<file path="src/rtl/stream_rr_arbiter.sv">
// Four-port round-robin, packet-locking arbiter for src_rdy/dst_rdy streams.
// Optional stall watchdog: define STREAM_ARB_WATCHDOG_EN to enable it.
module stream_rr_arbiter #(
  parameter int WIDTH   = 32,
  parameter int TIMEOUT = 255
) (
  input  logic               clk,
  input  logic               reset,
  input  logic               clear,
  input  logic [4*WIDTH-1:0] datain,
  input  logic [3:0]         eofin,
  input  logic [3:0]         src_rdy_i,
  output logic [3:0]         dst_rdy_o,
  output logic [WIDTH-1:0]   dataout,
  output logic               eofout,
  output logic               src_rdy_o,
  input  logic               dst_rdy_i,
  output logic [3:0]         grant,
  output logic               timeout
);

  typedef enum logic {IDLE, BUSY} state_t;

  state_t     state_reg;
  logic [3:0] grant_reg;
  logic [1:0] owner_reg;
  logic [1:0] last_reg;

  logic [1:0] pick_idx;
  logic       pick_valid;
  logic [1:0] cand;
  logic       busy;
  logic       out_beat;
  logic       eof_beat;
  logic       wd_fire;

  // Walk from the farthest candidate back to last+1 so the nearest requester wins.
  always_comb begin
    pick_idx   = last_reg;
    pick_valid = 1'b0;
    cand       = last_reg;
    for (int k = 4; k >= 1; k--) begin
      cand = 2'(last_reg + 2'(k));
      if (src_rdy_i[cand]) begin
        pick_idx   = cand;
        pick_valid = 1'b1;
      end
    end
  end

  assign busy      = (state_reg == BUSY);
  assign dataout   = datain[owner_reg*WIDTH +: WIDTH];
  assign eofout    = eofin[owner_reg];
  assign src_rdy_o = busy & src_rdy_i[owner_reg];
  assign out_beat  = src_rdy_o & dst_rdy_i;
  assign eof_beat  = out_beat & eofout;
  assign grant     = grant_reg;

  // grant_reg is all-zero while idle, so every port sees ready low then.
  generate
    for (genvar gi = 0; gi < 4; gi++) begin : g_dst_rdy
      assign dst_rdy_o[gi] = grant_reg[gi] & dst_rdy_i;
    end
  endgenerate

  always_ff @(posedge clk) begin
    if (reset || clear) begin
      state_reg <= IDLE;
      grant_reg <= 4'b0000;
      owner_reg <= 2'd0;
      last_reg  <= 2'd3;
    end else begin
      case (state_reg)
        IDLE: begin
          if (pick_valid) begin
            grant_reg <= 4'b0001 << pick_idx;
            owner_reg <= pick_idx;
            state_reg <= BUSY;
          end
        end
        BUSY: begin
          if (eof_beat || wd_fire) begin
            last_reg  <= owner_reg;
            grant_reg <= 4'b0000;
            state_reg <= IDLE;
          end
        end
        default: state_reg <= IDLE;
      endcase
    end
  end

`ifdef STREAM_ARB_WATCHDOG_EN
  localparam logic [7:0] WD_LIMIT = 8'(TIMEOUT - 1);

  logic [7:0] wd_count_reg;
  logic       timeout_reg;

  // Fires on the TIMEOUT-th consecutive stalled BUSY cycle.
  assign wd_fire = busy & ~out_beat & (wd_count_reg == WD_LIMIT);
  assign timeout = timeout_reg;

  always_ff @(posedge clk) begin
    if (reset || clear) begin
      wd_count_reg <= 8'd0;
      timeout_reg  <= 1'b0;
    end else begin
      timeout_reg <= wd_fire;
      if (!busy || out_beat || wd_fire)
        wd_count_reg <= 8'd0;
      else
        wd_count_reg <= wd_count_reg + 8'd1;
    end
  end
`else
  assign wd_fire = 1'b0;
  assign timeout = 1'b0;

  // TIMEOUT only matters for the watchdog build; keep the range visible here.
  if (TIMEOUT < 1 || TIMEOUT > 256) begin : g_timeout_out_of_range
  end
`endif

endmodule

</file>
<file path="config.mk">
export PLATFORM = sky130hd
export DESIGN_NAME = stream_rr_arbiter
export DESIGN_NICKNAME = d
export VERILOG_FILES = /design/src/rtl/stream_rr_arbiter.sv
export SDC_FILE = /design/constraint.sdc
export NUM_CORES = 1
export LEC_CHECK = 0
export BUFFER_PORTS_ARGS = -buffer_cell sky130_fd_sc_hd__buf_2
export CORE_AREA = 2 2 71 73
export CTS_BUF_LIST = sky130_fd_sc_hd__clkbuf_4 sky130_fd_sc_hd__clkbuf_8
export DETAILED_ROUTE_END_ITERATION = 8
export DIE_AREA = 0 0 73 75
export HOLD_SLACK_MARGIN = 0.02
export PLACE_DENSITY_LB_ADDON = 0.08
export SLEW_MARGIN = 20
export SYNTH_ARGS = -nofsm -noshare
export SYNTH_HDL_FRONTEND = slang
export SYNTH_SLANG_ARGS = --single-unit
</file>
<file path="constraint.sdc">
create_clock -name clk -period 2.2 [get_ports clk]
set_input_delay 0.44 -clock clk [delete_from_list [all_inputs] [get_ports clk]]
set_output_delay 0.44 -clock clk [all_outputs]
set_load 0.01 [all_outputs]
</file>
==> qor.yml, run 1 <==
postCtsResizedCells: 0
cts_tree: "yes"
hold_viol: 0
wirelength_microns: 5610
totalPowerFinal_mw: 0.801
htree_levels: 1
vias_per_cell: 5.05
p_int_mw: 0.557
largest_reg_flops: 4
grt_pass1_wl_microns: 7990
grt_overflow: 0
dp.cells: 334
p_clk_frac: 0.255
synth_top_area_cell: "mux4_2"
io_pins: 183
finalSetupViolCount: 0
criticalPathCategory: "flop to output port"
clkSinkCount: 9
die-area_sq_mm: 0.00548
gp_congestion: 0.865
instances_no_fill: 338
cp.arrival_ps: 1530
netlist.area_leader.share: 0.531
end_kind: "output port"
setup-tns-final_ps: 0
synth_seq_cells: 9
max-slew-margin-rel: 0.640
cts_made_buffers: 3
power_switching_mw: 0.243
clk_latency_ps: 230
final_nets: 425
fmax_mhz: 507
status: "complete, no violations"
timing.final.crit_share: 0.896
layout-drive-gt1-share: 0.824
drt-wirelength-per-cell_microns: 16.6
via_count: 1706
pwr_density_cell_mw_per_mm2: 337
die_x_microns: 73
clk_pin_slew_ps: 50
peakVddDrop_v: 0.000334
antenna_found_initial: 0
cts_setup_buffers: 0
p_seq_frac: 0.221
seq_area_sq_um: 183
drt-pass1-iter-count: 4
ys_seq_area_frac: 0.133
netlist_area_sq_mm: 0.00136
drcViolationCount: 0
n_antenna_cell: 0
syn_inst: 104
place_hpwl_microns: 4910
holdCritPathClass: "primary input to flop"
p_leak_nw: 1.15
slew_viol_final: 0
worstPathRequired_ps: 1760
holdBufCountCts: 0
worst_pin_slew_ps: 536
synth.avg_cell_area_sq_um: 13.1
syn_to_final_growth_pct: 74.9
num_rows: 25
n_fill_cell: 454
track_usage: 0.189
synth_top_cells_by_area: "mux4_2 53%, dfxtp_1 13%, mux2i_2 3.0%"
multi_input_area_sq_mm: 0.00111
synth.distinct_cells: 33
drt-initial-drc-count: 23
cts_root_buf: "clkbuf_8"
yosys_warnings: 0
io_buffer_count: 181
startpoint_type: "flop"
grt_max_degree: 25
path_max_fanout: 16
die_h_microns: 75
cap_viol_max_count: 0
sw_frac_of_total: 0.304
fin_crit_ps: 1970
core_sq_mm: 0.00466
combinationalPowerShare: 0.524
rsz0062_at_grt: "false"
ant_nets: 0
grt_pass1_vias: 1678
skew_ps: 4.88
clockBufferDepth: 2
initial_core_util: 0.291
syn_nets: 244
==> synth_stat cells (all sizes together) <==
library cell and number:
nand2b 2, nor4 1, a211o 2, a32o 4, or2 1, nor3 2, a221oi 1, o21a 1
buf 8, inv 2, and3 2, mux2i 3, a21oi 4, a31o 1, o22ai 1, dfxtp 9
a211oi 1, o211ai 1, nand2 3, o2bb2ai 1, a221o 1, conb 1, a21o 1, o21ai 5
nor2 5, mux4 32, clkbuf 1, mux2 1, and2 4, nor2b 3
==> stage by stage <==
stage,utilization,cell area (sq um),setup slack (ps),hold slack [ps]
detailed placement,0.499,2330,466,486
finish,0.510,2370,229,484
global route,0.510,2370,142,496
floorplan,-,1360,457,498
CTS,0.510,2370,213,477
global placement,0.499,2330,476,480
==> power by group through the flow <==
stage / Clock (mW) / Combinational, mW / Sequential, mW
6_report: 0.204 / 0.420 / 0.177
5_1_grt: 0.219 / 0.454 / 0.178
4_1_cts: 0.207 / 0.425 / 0.177
3_5_place_dp: 0 / 0.422 / 0.180
3_3_place_gp: 0 / 0.419 / 0.180
2_1_floorplan: 0 / 0.216 / 0.179
==> cell usage in the layout (no fill, tap or decap), types with 2 or more instances in the layout <==
cell type	n
and3_1	2
nor2b_1	3
buf_12	2
o21ai_0	5
nor2_1	5
buf_2	181
dfxtp_2	2
nor3_1	2
nand2b_1	2
and2_1	4
inv_1	2
a211o_1	2
mux2i_2	3
buf_4	2
dfxtp_1	7
mux4_2	32
a21oi_1	4
a32o_1	4
nand2_1	2
clkbuf_8	3
==> final timing paths <==
check,from,end,slack [ps],cells after the start
max,owner_reg[0],dataout[9],230,3
min,reset,owner_reg[0],480,4
max reg2reg,owner_reg[1],grant[0],500,5
min reg2reg,grant[2],grant[2],490,1
==> routing by layer <==
layer | GRT usage | wire, microns | vias to the layer above
met3 | 0.0643 | 578 | 12
met4 | 0.0494 | 101 | 0
li1 | - | - | 810
met2 | 0.334 | 2810 | 100
met5 | 0 | 0 | -
met1 | 0.221 | 2120 | 784
==> final cells by class <==
cell class | count | area share
multi-input combinational | 84 | 0.466
clock buffer | 4 | 0.0205
inverter | 2 | 0.00316
tap | 54 | 0.0285
timing repair buffer | 185 | 0.405
sequential | 9 | 0.0769
==> worst max-delay path: stages (launching register included) <==
cell and delay, ps:
dfxtp_2 350, buf_4 260, mux4_2 530, buf_2 150
==> cells by family after synthesis <==
group,after synthesis,synth area share
flops,9,0.133
compound gates,24,0.147
buf+inv,11,0.0516
mux,36,0.570
simple gates,23,0.0959
other cells,1,0.00276
No activity file was read; power rests on OpenSTA's default activity.
==> inputs of run 2 (changes only) <==
CORE_AREA = 2 2 72 74   (was 2 2 71 73)
DIE_AREA = 0 0 74 76   (was 0 0 73 75)
clock period = 2.3 ns   (was 2.2 ns; I/O delays follow)
==> qor.yml, run 2 (synthesis gave the netlist of run 1 again) <==
setup_ws_ps: 338  # +108 ps
track_usage: 0.184  # -0.00500
gp_congestion: 0.758  # -12%
slew_viol_final: 0  # unchanged
end_kind: "output port"
holdCritPathClass: "flop to flop"
finalSetupViolCount: 0  # unchanged
clk_pin_slew_ps: 50  # about the same
initial_core_util: 0.276  # -0.0149
layout-drive-gt1-share: 0.823  # about the same
n_antenna_cell: 0  # unchanged
clockBufferDepth: 2  # unchanged
peakVddDrop_v: 0.000501  # +50%
p_leak_nw: 1.15  # -0.47%
postCtsResizedCells: 0  # unchanged
final_cell_mix: "181 x buf_2, 32 x mux4_2, 7 x dfxtp_1, 5 x nor2_1, 5 x o21ai_0"
setup-tns-final_ps: 0  # unchanged
cts_tree: "yes"
drt-pass1-iter-count: 4  # unchanged
core_sq_mm: 0.00491  # +5.4%
via_count: 1678  # -1.6%
cts_root_buf: "clkbuf_8"
cts_made_buffers: 3  # unchanged
mostFrequentLayoutCell: "buf_2"
worstPathRequired_ps: 1840  # +80 ps
syn_to_final_growth_pct: 75.9
ant_nets: 0  # unchanged
startpoint_type: "flop"
holdBufCountCts: 0  # unchanged
die-area_sq_mm: 0.00562  # +2.7%
cp.arrival_ps: 1500  # -30 ps
criticalPathCategory: "flop to output port"
hold_viol: 0  # unchanged
io_buffer_count: 181  # unchanged
drcViolationCount: 0  # unchanged
htree_levels: 1  # unchanged
wirelength_microns: 5410  # -3.5%
grt_max_degree: 32  # +28%
vias_per_cell: 4.75  # -5.8%
drt-initial-drc-count: 45  # +96%
timing.final.crit_share: 0.853
final_nets: 424  # -0.24%
grt_pass1_vias: 1712  # +2.0%
io_pins: 183  # unchanged
largest_reg_flops: 4  # unchanged
die_h_microns: 76  # +1.3%
pre_cts_ws_ps: 561  # +95.1 ps
grt_overflow: 0  # unchanged
clk_latency_ps: 230  # about the same
antenna_found_initial: 0  # unchanged
place_hpwl_microns: 4720  # -3.9%
skew_ps: 4.00  # -0.872 ps
clkSinkCount: 9  # unchanged
worst_pin_slew_ps: 608  # +71.9 ps
fmax_mhz: 510
drt-wirelength-per-cell_microns: 15.3  # -7.6%
rsz0062_at_grt: "false"
cap_viol_max_count: 0  # unchanged
grt_pass1_wl_microns: 8160  # +2.2%
cts_setup_buffers: 0  # unchanged
path_max_fanout: 31  # +15
fin_crit_ps: 1960
die_x_microns: 74  # +1.4%
status: "complete, no violations"
num_rows: 26  # +4.0%
pwr_density_cell_mw_per_mm2: 319  # -5.3%
max-slew-margin-rel: 0.595  # -0.0452
==> run 2: cell count changes in the layout (fill, tap and decap cells not counted) <==
cell	change
buf_4	-1
==> run 2: per-stage QoR <==
stage               hold WS (ps)  utilization  total power [mW]  instances  area (sq um)
floorplan                    498            -             0.378        104          1360
global placement             473        0.476             0.571        349          2340
detailed placement           479        0.476             0.576        349          2340
CTS                          490        0.486             0.772        353          2390
global route                 527        0.486             0.812        353          2390
finish                       483        0.486             0.763        353          2390
==> run 2: final cells by class <==
class | instances | area, sq um
Inverter | 2 | 7.51
Tap cell | 70 | 87.6
Timing Repair Buffer | 184 | 953
Clock buffer | 4 | 48.8
Multi-Input combinational cell | 84 | 1110
Fill cell | 488 | 2520
Sequential cell | 9 | 183
==> run 2: where the power goes <==
group / leakage, nW / total, mW / internal [mW] / switching (mW)
Clock: 0.0262 / 0.193 / 0.132 / 0.0607
Combinational: 1.05 / 0.398 / 0.237 / 0.161
Sequential: 0.0742 / 0.172 / 0.163 / 0.00888
Total: 1.15 / 0.763 / 0.532 / 0.231
==> run 2: critical path, cell delays in order (launching register included) <==
cell and delay, ps:
dfxtp_2 340, buf_12 220, mux4_2 530, buf_2 160
==> run 2: path summary, 6_finish.rpt <==
| kind | slack, ps | startpoint | cells past startpoint | end |
|---|---|---|---|---|
| worst min register to register | 480 | grant[2] | 1 | grant[2] |
| worst max-delay path | 340 | owner_reg[0] | 3 | dataout[20] |
| worst min-delay path | 480 | grant[2] | 1 | grant[2] |
| worst max register to register | 620 | owner_reg[1] | 4 | last_reg[0] |
==> run 2: routing by layer <==
layer  global-route usage  vias to the layer above  part of all wire
met5                    0                        -                 0
met4               0.0400                        0             0.021
met3               0.0503                       12             0.089
met2                0.350                       85              0.52
met1                0.196                      774              0.36
li1                     -                      807                 -
